[config.mk]
export PLATFORM = sky130hd
export DESIGN_NAME = gpio_avmm_master
export DESIGN_NICKNAME = d
export VERILOG_FILES = /design/src/rtl/gpio_avmm_master.sv
export SDC_FILE = /design/constraint.sdc
export NUM_CORES = 1
export LEC_CHECK = 0
export CAP_MARGIN = 20
export CORE_ASPECT_RATIO = 0.75
export CORE_UTILIZATION = 30
export CTS_CLUSTER_DIAMETER = 80
export CTS_CLUSTER_SIZE = 14
export DETAILED_ROUTE_END_ITERATION = 8
export SLEW_MARGIN = 20
export SYNTH_ARGS = -nofsm -noshare
export SYNTH_HDL_FRONTEND = slang
export SYNTH_SLANG_ARGS = --single-unit
[constraint.sdc]
create_clock -name clk -period 1.9 [get_ports clk]
set_input_delay 0.57 -clock clk [delete_from_list [all_inputs] [get_ports clk]]
set_output_delay 0.57 -clock clk [all_outputs]
set_load 0.02 [all_outputs]
[src/rtl/gpio_avmm_master.sv]
// Purpose: Avalon-MM initiator turning a command stream into single GPIO register reads/writes.
// Latency: write rsp 2 cycles after cmd accept; read rsp 2+READ_LATENCY cycles; +1 per waitrequest cycle.
// Backpressure: one transaction outstanding; cmd_ready only in IDLE; response held until rsp_ready.
//
// Ports:
//   clk, rst                       - single clock, synchronous active-high reset
//   cmd_valid/ready/write/addr/wdata - command stream (accepted on valid && ready)
//   rsp_valid/ready/rdata/err      - response stream (consumed on valid && ready)
//   avm_*                          - Avalon-MM initiator port toward the GPIO slave
//
// Optional feature: define GPIO_AVMM_MASTER_TIMEOUT_EN to abort a request that stalls on
// waitrequest for TIMEOUT_CYCLES strobe cycles (response with rsp_err=1, rsp_rdata=0).
module gpio_avmm_master #(
  parameter int REG_WIDTH      = 32,
  parameter int ADDR_WIDTH     = 5,
  parameter int READ_LATENCY   = 1,
  parameter int TIMEOUT_CYCLES = 255
) (
  input  logic                  clk,
  input  logic                  rst,
  input  logic                  cmd_valid,
  output logic                  cmd_ready,
  input  logic                  cmd_write,
  input  logic [ADDR_WIDTH-1:0] cmd_addr,
  input  logic [REG_WIDTH-1:0]  cmd_wdata,
  output logic                  rsp_valid,
  input  logic                  rsp_ready,
  output logic [REG_WIDTH-1:0]  rsp_rdata,
  output logic                  rsp_err,
  output logic [ADDR_WIDTH-1:0] avm_address,
  output logic                  avm_write,
  output logic                  avm_read,
  output logic [REG_WIDTH-1:0]  avm_writedata,
  input  logic [REG_WIDTH-1:0]  avm_readdata,
  input  logic                  avm_waitrequest
);

  localparam int LAT_W = $clog2(READ_LATENCY + 1);

  typedef enum logic [1:0] {IDLE, REQ, WAIT_RD, RESP} state_t;

  state_t           state;
  logic [LAT_W-1:0] lat_cnt;

`ifdef GPIO_AVMM_MASTER_TIMEOUT_EN
  localparam int STALL_W = $clog2(TIMEOUT_CYCLES + 1);
  // Counts strobe cycles already spent stalled; value k means this is strobe cycle k+1.
  logic [STALL_W-1:0] stall_cnt;
  logic               err_q;
  assign rsp_err = err_q;
`else
  assign rsp_err = 1'b0;
`endif

  // Gated by rst so the command port looks busy for the whole reset window.
  assign cmd_ready = (state == IDLE) && !rst;

  always_ff @(posedge clk) begin
    if (rst) begin
      state         <= IDLE;
      lat_cnt       <= '0;
      avm_address   <= '0;
      avm_write     <= 1'b0;
      avm_read      <= 1'b0;
      avm_writedata <= '0;
      rsp_valid     <= 1'b0;
      rsp_rdata     <= '0;
`ifdef GPIO_AVMM_MASTER_TIMEOUT_EN
      stall_cnt     <= '0;
      err_q         <= 1'b0;
`endif
    end else begin
      case (state)
        IDLE: begin
          if (cmd_valid) begin
            avm_address   <= cmd_addr;
            avm_writedata <= cmd_wdata;
            avm_write     <= cmd_write;
            avm_read      <= !cmd_write;
            state         <= REQ;
`ifdef GPIO_AVMM_MASTER_TIMEOUT_EN
            stall_cnt     <= '0;
            err_q         <= 1'b0;
`endif
          end
        end

        REQ: begin
          // The held strobe itself records whether this is a write or a read.
          if (!avm_waitrequest) begin
            avm_write <= 1'b0;
            avm_read  <= 1'b0;
            if (avm_write) begin
              rsp_rdata <= '0;
              rsp_valid <= 1'b1;
              state     <= RESP;
            end else begin
              lat_cnt <= LAT_W'(READ_LATENCY);
              state   <= WAIT_RD;
            end
          end
`ifdef GPIO_AVMM_MASTER_TIMEOUT_EN
          // Acceptance above wins over a timeout landing in the same cycle.
          else if (stall_cnt == STALL_W'(TIMEOUT_CYCLES - 1)) begin
            avm_write <= 1'b0;
            avm_read  <= 1'b0;
            rsp_rdata <= '0;
            err_q     <= 1'b1;
            rsp_valid <= 1'b1;
            state     <= RESP;
          end else begin
            stall_cnt <= stall_cnt + 1'b1;
          end
`endif
        end

        WAIT_RD: begin
          // Slave data is valid in the cycle where the counter reads 1.
          lat_cnt <= lat_cnt - 1'b1;
          if (lat_cnt == LAT_W'(1)) begin
            rsp_rdata <= avm_readdata;
            rsp_valid <= 1'b1;
            state     <= RESP;
          end
        end

        RESP: begin
          if (rsp_ready) begin
            rsp_valid <= 1'b0;
            state     <= IDLE;
          end
        end

        default: state <= IDLE;
      endcase
    end
  end

endmodule

==> results.json, run 1 <==
{
  "met1_usage_pct": 19.83,
  "slew_headroom_pct": 45.47,
  "syn_nets": 424,
  "use_met2_pct": 24.30,
  "synth_seq_cells": 75,
  "rows": 31,
  "fin_nets": 584,
  "io_buffers": 147,
  "die_w_um": 118.5,
  "cts_hold_buf": 0,
  "drv_slew": 0,
  "hp-class": "reg2reg",
  "dpl.hpwl_um": 5810,
  "cts.sinks": 75,
  "worst_skew_pair.late_latency_ns": 0.33,
  "tightest_slew_ns": 0.8180,
  "fmax_ghz": 0.5388,
  "io_pins": 149,
  "maxCapViolCount": 0,
  "ys_types": 26,
  "tritoncts": "done",
  "via_per_inst": 4.424,
  "synthCells": 344,
  "leakage_nw": 2.124,
  "synth-edff-count": 0,
  "yosysMostFrequentCell": "nand2_1",
  "crit_arrival_ns": 1.29,
  "finalWirelength_um": 8652,
  "ir_worst_vdd_uv": 625.4,
  "fp.dieH_um": 89.40,
  "drc_errors": 0,
  "ys_seq_area_share_pct": 49.14,
  "cts.clk_slew.worst_paths_ns": 0.06,
  "worst-path-buf-inv": 1,
  "coreArea_um2": 9774,
  "ys_top_cells_by_count": "77 x nand2_1, 75 x dfxtp_1, 38 x a21oi_1",
  "grt_max_degree": 76,
  "async_flop_share_pct": 0,
  "drt_first_pass_iters": 4,
  "cp_top_family": "buffers and inverters",
  "synth.area.top_cells": "dfxtp_1 49%, mux2i_1 11%, nand2_1 9.5%",
  "num-fill-cells": 954,
  "p_per_area_nw_per_um2": 1180,
  "vias": 2836,
  "grt_pass1_vias": 2699,
  "gp_congestion": 0.7406,
  "crit_path_cell_trace": "clkdlybuf4s50_1",
  "busiest_layer": "met2",
  "layout-drive-gt1-share_pct": 9.823,
  "fin_cells": 641,
  "die-area_um2": 10600,
  "antenna_found_initial": 0,
  "post_cts_buffers": 0,
  "ant_nets": 0,
  "area_delta_synth_final_pct": 69.66,
  "crit_type": "reg2out",
  "dp_cells": 622,
  "hp-start": "avm_writedata[3]",
  "finalHoldViolCount": 0,
  "critPathLaunchType": "flip-flop",
  "drtIter0Drc": 63,
  "syn_area_um2": 3055,
  "yosys.area.top_type_share_pct": 49.14,
  "worst_hold_slack_ns": 0.4515,
  "fin_crit_ns": 1.856,
  "fin_crit_sh_pct": 97.68,
  "critPathRequiredTime_ns": 1.33,
  "ctsRootBufferMaster": "clkbuf_16",
  "crit_fanout": 2,
  "initial_core_util_pct": 31.26,
  "total_power_w": 0.006119,
  "reg2reg_from": "state[0]",
  "diodes": 0,
  "rsz0062_at_grt": "false",
  "htreeDepth": 3,
  "status": "finished, final reports clean",
  "use_met3_pct": 5.038,
  "clockBufferDepth": 2,
  "yosys.area.top_type": "dfxtp_1",
  "clock_skew_ns": 0.006589,
  "post_drt_wl_per_cell_um": 13.50,
  "slowest_stage": "clkdlybuf4s50_1",
  "critPathLaunch": "avm_address[2]",
  "grt_pass1_wl_um": 12810,
  "yosys_warnings": 0,
  "crit_path_end_kind": "output pin",
  "slowest_delay_ns": 0.62,
  "synth_ff_type": "dfxtp_1",
  "cts_buffers": 9,
  "globalRouteOverflowTotal": 0,
  "grt_usage_pct": 15.34,
  "setup_viol": 0,
  "syn_area_per_cell_um2": 8.882
}
per-stage QoR:
step,worst slack [ns],utilization (%),area (µm²),TNS [ns]
after floorplan,0.2198,-,3055,0
after global placement,-0.1877,48.76,4766,-5.555
after detailed placement,-0.2180,48.76,4766,-6.270
after CTS,0.008965,52.01,5084,0
after global routing,0.001217,53.03,5184,0
final,0.04400,53.03,5184,0
report_power, final:
part	switching, W	internal [W]
Sequential	0.000126	0.00180
Clock	0.000631	0.00119
Combinational	0.00116	0.00122
Total	0.00191	0.00421
routing by layer:
metal / wire, µm / vias up / part of all wire (%)
met1: 4234 / 1321 / 49
met5: 0 / - / 0
li1: - / 1437 / -
met2: 3880 / 69 / 45
met4: 92 / 0 / 1.1
met3: 445 / 9 / 5.1
placed cells by master (no fill, tap or decap), types with 2 or more instances in the layout:
cell / instances
inv_1: 2
dlymetal6s2s_1: 9
buf_4: 18
clkbuf_16: 11
mux2i_1: 34
nor2_1: 37
nand2_1: 77
clkdlybuf4s50_1: 136
buf_12: 4
a211oi_1: 3
clkbuf_1: 2
dfxtp_1: 74
a21oi_1: 38
ha_1: 4
bufinv_16: 2
buf_2: 2
nor2b_1: 3
and2_1: 33
area by class of cell:
cell class                 instances  area (µm²)  area share (%)
inverter                           2       7.507          0.1448
tap                              132       165.2           3.186
clock buffer                      12       246.5           4.755
clock inverter                     4       73.82           1.424
multi-input combinational        244        1428           27.54
timing repair buffer             172        1760           33.96
sequential                        75        1503           28.99
state kept, by name, indices dropped and copies added (netlist names):
register       cells
avm_address        5
rsp_valid          1
state              2
avm_write          1
lat_cnt            1
rsp_rdata         32
avm_writedata     32
avm_read           1
cells by family after synthesis:
group / synth area share, %
flops: 49.14
fa+ha+maj: 2.048
buf+inv: 4.709
compound gates: 8.886
other cells: 0.1227
simple gates: 23.63
mux: 11.47
path summary, 6_finish.rpt:
kind / endpoint / slack, ns / depth (start not counted)
worst min register to register: avm_writedata[3] / 0.45 / 2
worst min-delay path: avm_writedata[3] / 0.45 / 2
worst max register to register: rsp_rdata[23] / 0.09 / 8
worst max-delay path: avm_address[2] / 0.04 / 1
timing repair:
| item | in CTS | in global routing |
|---|---|---|
| pin swaps | 0 | 1 |
| gates resized for setup | 5 | 14 |
| gates cloned | 0 | 3 |
| setup endpoints to repair | 1 | 12 |
(Power assumes the default switching activity.)
==> run 2: changes to the inputs <==
Settings changed: ABC_CLOCK_PERIOD_IN_PS set to 1900.
==> results of run 2 <==
Final layout, timing and power as in run 1 (identical DEF).
==> run 3: changes to the inputs <==
Settings changed: GPL_TIMING_DRIVEN set to 0, SETUP_SLACK_MARGIN set to 0.05.
==> run 3 against run 2 <==
Effect of this change: die area is the same; power shrank 7.0%; critical endpoint is now cmd_ready; combinational power fell by 7%; register-to-register slack improved by 0.07 ns; sequential share of layout area rose by 0.78 points; wire length up 1.1%; clock power decreased by 15%; clock-buffer cell count down 3.
==> results.json, run 3 (same netlist as run 1, synthesis figures left out) <==
{
  "status": "finished, final reports clean",
  "fmax_ghz": 0.5605,
  "ir_worst_vdd_uv": 542.8,
  "setup_viol": 0,
  "p_per_area_nw_per_um2": 1125,
  "grt_pass1_wl_um": 13340,
  "tritoncts": "done",
  "htreeDepth": 3,
  "die-area_um2": 10600,
  "via_per_inst": 4.347,
  "cts.sinks": 75,
  "globalRouteOverflowTotal": 0,
  "rsz0062_at_grt": "false",
  "grt_pass1_vias": 2699,
  "top_regs": "avm_writedata (32), rsp_rdata (32), avm_address (5)",
  "rows": 31,
  "worst_skew_pair.late_latency_ns": 0.33,
  "clock_skew_ns": 0.005112,
  "area_delta_synth_final_pct": 65.64,
  "coreArea_um2": 9774,
  "grt_usage_pct": 16.09,
  "drv_slew": 0,
  "fin_nets": 589,
  "fin_crit_sh_pct": 93.90,
  "crit_arrival_ns": 1.21,
  "ant_nets": 0,
  "grt_max_degree": 14,
  "post_drt_wl_per_cell_um": 13.54,
  "crit_type": "reg2out",
  "pre_cts_slack_ns": -0.3694,
  "hp-class": "reg2reg",
  "tightest_slew_ns": 0.5095,
  "layout_common_cells": "77 x nand2_1, 73 x dfxtp_1, 73 x clkdlybuf4s50_1, 55 x dlygate4sd2_1, 38 x a21oi_1",
  "slowest_delay_ns": 0.36,
  "cts_hold_buf": 0,
  "io_buffers": 146,
  "leakage_nw": 2.443,
  "drtIter0Drc": 60,
  "drc_errors": 0,
  "cts_buffers": 9,
  "ctsRootBufferMaster": "clkbuf_16",
  "fp.dieH_um": 89.40,
  "fin_cells": 646,
  "die_w_um": 118.5,
  "initial_core_util_pct": 31.26,
  "dp_cells": 622,
  "layout-drive-gt1-share_pct": 9.728,
  "diodes": 0,
  "holdPathStages": 2,
  "finalWirelength_um": 8750,
  "io_pins": 149,
  "cts.clk_slew.worst_paths_ns": 0.06,
  "r2r_cells": 9,
  "critPathRequiredTime_ns": 1.33,
  "gp_congestion": 0.7391,
  "crit_path_end_kind": "output pin",
  "critPathLaunchType": "flip-flop",
  "crit_path_cell_trace": "inv_2, ha_4, nor2b_2, buf_6",
  "antenna_found_initial": 0,
  "setup_slack_ns": 0.1158,
  "drt_first_pass_iters": 4,
  "dpl.hpwl_um": 6471,
  "clockBufferDepth": 2,
  "maxCapViolCount": 0,
  "slew_headroom_pct": 66.04,
  "fin_crit_ns": 1.784,
  "finalHoldViolCount": 0,
  "final_common_cell": "nand2_1",
  "vias": 2808,
  "slowest_stage": "dfxtp_2",
  "crit_fanout": 5
}
-- run 3: cell count changes in the layout (fill, tap and decap cells not counted), moves of 4 or more --
cell / before / now
dlygate4sd2_1: 0 / 55
clkinvlp_4: 0 / 4
dlymetal6s2s_1: 9 / 17
clkbuf_2: 0 / 4
clkbuf_1: 2 / 10
clkdlybuf4s50_1: 136 / 73
buf_4: 18 / 7
-- run 3: worst max-delay path: cells and delay by family, from the launching register on --
family / cells / cell delay, ns
flip-flops: 1 / 0.36
AND/OR/NAND/NOR: 1 / 0.15
adder cells (fa/ha/maj): 1 / 0.17
buffers and inverters: 2 / 0.20
-- run 3: power by group --
group	leakage (nW)	internal [W]	switching (W)
Sequential	0.612	0.00181	0.000142
Clock	0.123	0.000875	0.000661
Combinational	1.71	0.00108	0.00113
-- run 3: worst paths after layout --
path | startpoint | endpoint | slack [ns]
worst min-delay path | avm_writedata[30] | avm_writedata[30] | 0.45
worst max register to register | state[0] | rsp_rdata[3] | 0.16
worst min register to register | avm_writedata[30] | avm_writedata[30] | 0.45
worst max-delay path | state[1] | cmd_ready | 0.12
-- run 3: metrics by stage --
step	cell area [µm²]	util, %	hold slack (ns)	setup TNS, ns	total power (W)
after floorplan	3055	-	0.5175	0	0.003234
after global placement	4682	47.90	0.4417	-13.72	0.004016
after detailed placement	4682	47.90	0.4465	-14.53	0.004047
after CTS	4905	50.18	0.4518	0	0.005538
after global routing	5061	51.78	0.4713	0	0.006039
final	5061	51.78	0.4506	0	0.005692
-- run 3: metal layers --
| layer | GRT usage [%] | part of all wire [%] | up-vias |
|---|---|---|---|
| li1 | - | - | 1447 |
| met1 | 19.95 | 46 | 1284 |
| met2 | 26.16 | 47 | 69 |
| met3 | 6.378 | 6.4 | 8 |
| met4 | 4.488 | 0.82 | 0 |
| met5 | 0 | 0 | - |
-- run 3: what timing repair did --
action / 4_1_cts / 5_1_grt
resized for setup: 67 / 31
pin swaps: 1 / 1
endpoints found under the setup margin: 95 / 76
cloned: 0 / 1
setup buffers: 1 / 6
-- run 3: final cells by class --
| class | instances | area (µm²) |
|---|---|---|
| Fill cell | 969 | 4713 |
| Clock inverter | 7 | 45.04 |
| Inverter | 2 | 7.507 |
| Buffer | 23 | 146.4 |
| Multi-Input combinational cell | 244 | 1439 |
| Tap cell | 132 | 165.2 |
| Clock buffer | 9 | 225.2 |
| Timing Repair Buffer | 154 | 1526 |
| Sequential cell | 75 | 1506 |
==> edit 1, RTL diff (flow settings as in run 2) <==
Set the parameter `REG_WIDTH` to 16 (it was 32).
--- a/src/rtl/gpio_avmm_master.sv
+++ b/src/rtl/gpio_avmm_master.sv
@@ -13,3 +13,3 @@
 module gpio_avmm_master #(
-  parameter int REG_WIDTH      = 32,
+  parameter int REG_WIDTH      = 16,
   parameter int ADDR_WIDTH     = 5,
Ports: changed (resized avm_readdata, avm_writedata, cmd_wdata and rsp_rdata); port bits go from 149 to 85. The function was not compared with the original's and may differ.
==> edit 1 against run 2 <==
Clock skew fell by 0.0022 ns; largest cell class unchanged; area after synthesis decreased by 41%; power down 48%; routed wire length is 50% lower; worst hold slack better by 0.0037 ns; cell count decreased by 41%; synthesized cell count fell by 40%; first-iteration DRC count down 27%; design area decreased by 44%; largest power group unchanged; critical endpoint is now rsp_rdata[5]; setup slack improved by 0.033 ns; sequential cell count is 32 lower; fmax rose by 1.8%.
==> edit 1: results (changes against run 2) <==
sequential-to-total area share from yosys stat -> 47.45% (-1.7 points)
htree depth -> 2 (-1)
Synth Net Count -> 254 (-40%)
DP HPWL -> 3038 µm (-48%)
Reg-to-Reg Start -> state[0]$_SDFFE_PP0P_
vias in the first global route -> 1478 (-45%)
Peak VDD IR -> 0.0004176 V (-33%)
Synth area leaders -> dfxtp_1 47%, mux2i_1 10%, nand2_1 9.3%
gr usage total -> 13.83% (-1.5 points)
worst hold slack -> 0.4552 ns (+0.003692 ns)
CP max stage delay -> 0.62 ns (about the same)
post-synth cell types -> 26 (unchanged)
Largest regs -> avm_writedata (16), rsp_rdata (16), avm_address (5)
Iteration-0 DRC Markers -> 46 (-27%)
static leakage -> 1.119 nW (-47%)
clk root buf -> clkbuf_8
CTS buffer count -> 5 (-4)
top cells by count, synth -> 45 x nand2_1, 43 x dfxtp_1, 22 x a21oi_1
achievable frequency -> 548.4 MHz (+1.8%)
GP Congestion -> 0.7373 (-0.45%)
first-pass GRT wire length -> 6900 µm (-46%)
Placed Area -> 0.002824 mm² (-41%)
Setup Slack @ Placement -> -0.06901 ns (+0.1490 ns)
ratio of cells with drive above 1 in the final layout -> 10.30% (+0.48 points)
highest net fanout along the worst path -> 2 (unchanged)
sequential logic power -> 0.00112 W (-42%)
worst-skew pair later-pin latency -> 0.29 ns (-0.04 ns)
hold path startpoint -> avm_writedata[8]$_SDFFE_PP0P_
register clock-pin slew on the reported worst setup and hold paths -> 0.08 ns (+0.02 ns)
Post-Route WL -> 4307 µm (-50%)
DR vias -> 1641 (-42%)
Worst EP arrival -> 1.25 ns (-0.04 ns)
status -> finished clean
crit path from -> rsp_rdata[5]$_SDFFE_PP0P_
Worst R2R Setup Slack -> 0.18 ns (+0.09 ns)
# fillers -> 573 (-40%)
largest net degree at the start of global routing -> 44 (-42%)
placed cells -> 371 (-40%)
clk pwr -> 0.000625 W (-66%)
Sw Pwr -> 0.001060 W (-45%)
post-synthesis area per instance -> 8.807 µm² (-0.85%)
ys async rst share -> 0% (unchanged)
Pint -> 0.002095 W (-50%)
Nets -> 348 (-40%)
Max Clock Skew -> 0.004370 ns (-0.002218 ns)
drt wl/cell -> 11.36 µm (-16%)
port bufs -> 83 (-44%)
[edit 1: cell count changes in the layout (fill, tap and decap cells not counted), sizes merged, moves of 16 or more]
cell,change
nor2,-16
nand2,-32
dfxtp,-32
a21oi,-16
and2,-16
clkdlybuf4s50,-55
mux2i,-16
[edit 1: final timing paths]
| check | endpoint | depth (start not counted) |
|---|---|---|
| setup reg to reg | state[0]$_SDFFE_PP0P_ | 7 |
| hold reg to reg | avm_writedata[8]$_SDFFE_PP0P_ | 2 |
| setup / recovery | rsp_rdata[5] | 1 |
| hold / removal | avm_writedata[8]$_SDFFE_PP0P_ | 2 |
[edit 1: logic make-up (layout without fill, tap and decap cells)]
group / after synthesis / after routing / share of synthesized area, %
AO/OA/AOI/OAI: 31 / 31 / 10.76
adder cells (fa/ha/maj): 5 / 5 / 3.448
multiplexers: 19 / 19 / 10.48
flip-flops: 43 / 43 / 47.45
buffers and inverters: 15 / 110 / 4.069
other: 1 / 1 / 0.2067
AND/OR/NAND/NOR: 92 / 92 / 23.59
[edit 1: layout make-up]
class | instances | area (µm²) | area share (%)
sequential | 43 | 860.8 | 29.49
timing repair buffer | 100 | 973.4 | 33.35
multi-input combinational | 148 | 879.6 | 30.13
clock buffer | 8 | 100.1 | 3.429
tap | 78 | 97.59 | 3.343
inverter | 2 | 7.507 | 0.2572
[edit 1: per-layer routing]
| metal | up-vias | share of wire [%] | GRT usage, % |
|---|---|---|---|
| met3 | 6 | 5.5 | 3.947 |
| met1 | 736 | 50 | 19.02 |
| met2 | 45 | 42 | 19.80 |
| li1 | 854 | - | - |
| met5 | - | 0 | 0 |
| met4 | 0 | 2.1 | 6.771 |
[edit 1: repair_timing]
| item | 4_1_cts | 5_1_grt |
|---|---|---|
| cloned | 0 | 0 |
| endpoints found under the setup margin | 1 | 1 |
| resized for setup | 2 | 1 |
==> edit 2, RTL diff (flow settings as in run 2) <==
Without the edit above. Make the reset (`rst`) asynchronous in one clocked block. Comments in the files are not updated.
--- a/src/rtl/gpio_avmm_master.sv
+++ b/src/rtl/gpio_avmm_master.sv
@@ -57,3 +57,3 @@
 
-  always_ff @(posedge clk) begin
+  always_ff @(posedge clk or posedge rst) begin
     if (rst) begin
Function: differs if rst is asserted again (counterexample within 4 cycles, from zero or initial values and one cycle with rst high); with rst held inactive, the same outputs for 4 cycles.
==> edit 2 against run 2 <==
Setup slack got worse by 0.0061 ns; power rose by 35%; sequential share of layout area rose by 6.5 points; area after synthesis rose by 6.0%; sequential cell count did not move; first-iteration DRC count rose by 32%; combinational power rose by 76%; worst hold slack improved by 0.032 ns; synthesized cell count fell by 26%; design area rose by 1.9%; sequential power rose by 33%; routed wire length fell by 11%; largest power group unchanged.
==> edit 2: results (changes against run 2) <==
comb_multi_in -> 132 (-46%)
sequential-to-total area share from yosys stat -> 57.96% (+8.8 points)
sequential logic power -> 0.00256 W (+33%)
Synth Net Count -> 334 (-21%)
ys async rst share -> 100.0% (+100 points)
NonClk Buf Share -> 32.21% (-1.7 points)
largest net degree at the start of global routing -> 42 (-45%)
Vias/cell -> 4.218 (-4.7%)
placed cells -> 540 (-13%)
static leakage -> 2.664 nW (+25%)
ys flop type -> dfrtp_1
vias in the first global route -> 2535 (-6.1%)
clock tree cell share of total cell area -> 5.092% (-1.1 points)
Synth area leaders -> dfrtp_1 58%, mux2_1 14%, mux2i_1 11%
status -> finished clean
CLK BUF -> 10 (-2)
drt wl/cell -> 13.94 µm (+3.3%)
Pint -> 0.005248 W (+25%)
Plain + repair buffers -> 161 (-6.4%)
Placed Area -> 0.004933 mm² (+3.5%)
switching part of the total power -> 36.58% (+5.3 points)
first-pass GRT wire length -> 12630 µm (-1.5%)
Nets -> 495 (-15%)
combinational share of power -> 50.5% (+12 points)
Min-Delay Path Depth -> 1 (-1)
gr usage total -> 14.71% (-0.63 points)
Signal inverters -> 36 (+34)
ratio of cells with drive above 1 in the final layout -> 8.831% (-0.99 points)
r2r worst-path depth -> 7 (-1)
Final Util -> 50.94% (-2.1 points)
GP Congestion -> 0.6948 (-6.2%)
Setup Slack @ Placement -> -0.4008 ns (-0.1828 ns)
post-synth cell types -> 25 (-3.8%)
Iteration-0 DRC Markers -> 83 (+32%)
sequential cell area share -> 35.53% (+6.5 points)
PostCTS Resize Cnt -> 6 (+1)
Synth Instances -> 254 (-26%)
Peak VDD IR -> 0.0007513 V (+20%)
DP HPWL -> 5556 µm (-4.4%)
Finished Layout Cells -> 555 (-13%)
-- edit 2: changes by cell type after synthesis, sizes merged, moves of 2 or more --
| cell | delta |
|---|---|
| inv | +34 |
| a211oi | -2 |
| mux2 | +41 |
| clkbuf | -11 |
| and2 | -33 |
| dfrtp | +75 |
| nor2 | -36 |
| a21oi | -37 |
| nand2 | -42 |
| dfxtp | -75 |
-- edit 2: metal layers --
layer  wire length (µm)  global-route usage, %  share of wire [%]  up-vias
li1                   -                      -                  -     1138
met1               3478                  18.43                 45     1121
met2               3692                  24.01                 48       71
met3                472                  4.726                6.1       11
met4                 93                  4.424                1.2        0
met5                  0                      0                  0        -
-- edit 2: logic make-up (layout without fill, tap and decap cells) --
kind of cell | count (synthesis) | after routing | share of synthesized area [%]
multiplexers | 76 | 76 | 25.08
flip-flops | 75 | 75 | 57.96
buffers and inverters | 47 | 212 | 7.419
AND/OR/NAND/NOR | 44 | 44 | 5.950
AO/OA/AOI/OAI | 6 | 6 | 1.546
adder cells (fa/ha/maj) | 5 | 5 | 1.932
other | 1 | 1 | 0.1158
-- edit 2: path summary, 6_finish.rpt --
kind | start | slack [ns] | endpoint
max | avm_writedata[30]$_DFFE_PP0P_ | 0.04 | avm_writedata[30]
min | avm_writedata[10]$_DFFE_PP0P_ | 0.48 | avm_writedata[10]$_DFFE_PP0P_
max reg2reg | state[0]$_DFFE_PP0P_ | 0.23 | rsp_rdata[2]$_DFFE_PP0P_
min reg2reg | avm_writedata[10]$_DFFE_PP0P_ | 0.48 | avm_writedata[10]$_DFFE_PP0P_
max in group asynchronous | rst | 0.90 | rsp_rdata[7]$_DFFE_PP0P_
min in group asynchronous | rst | 0.80 | avm_address[0]$_DFFE_PP0P_
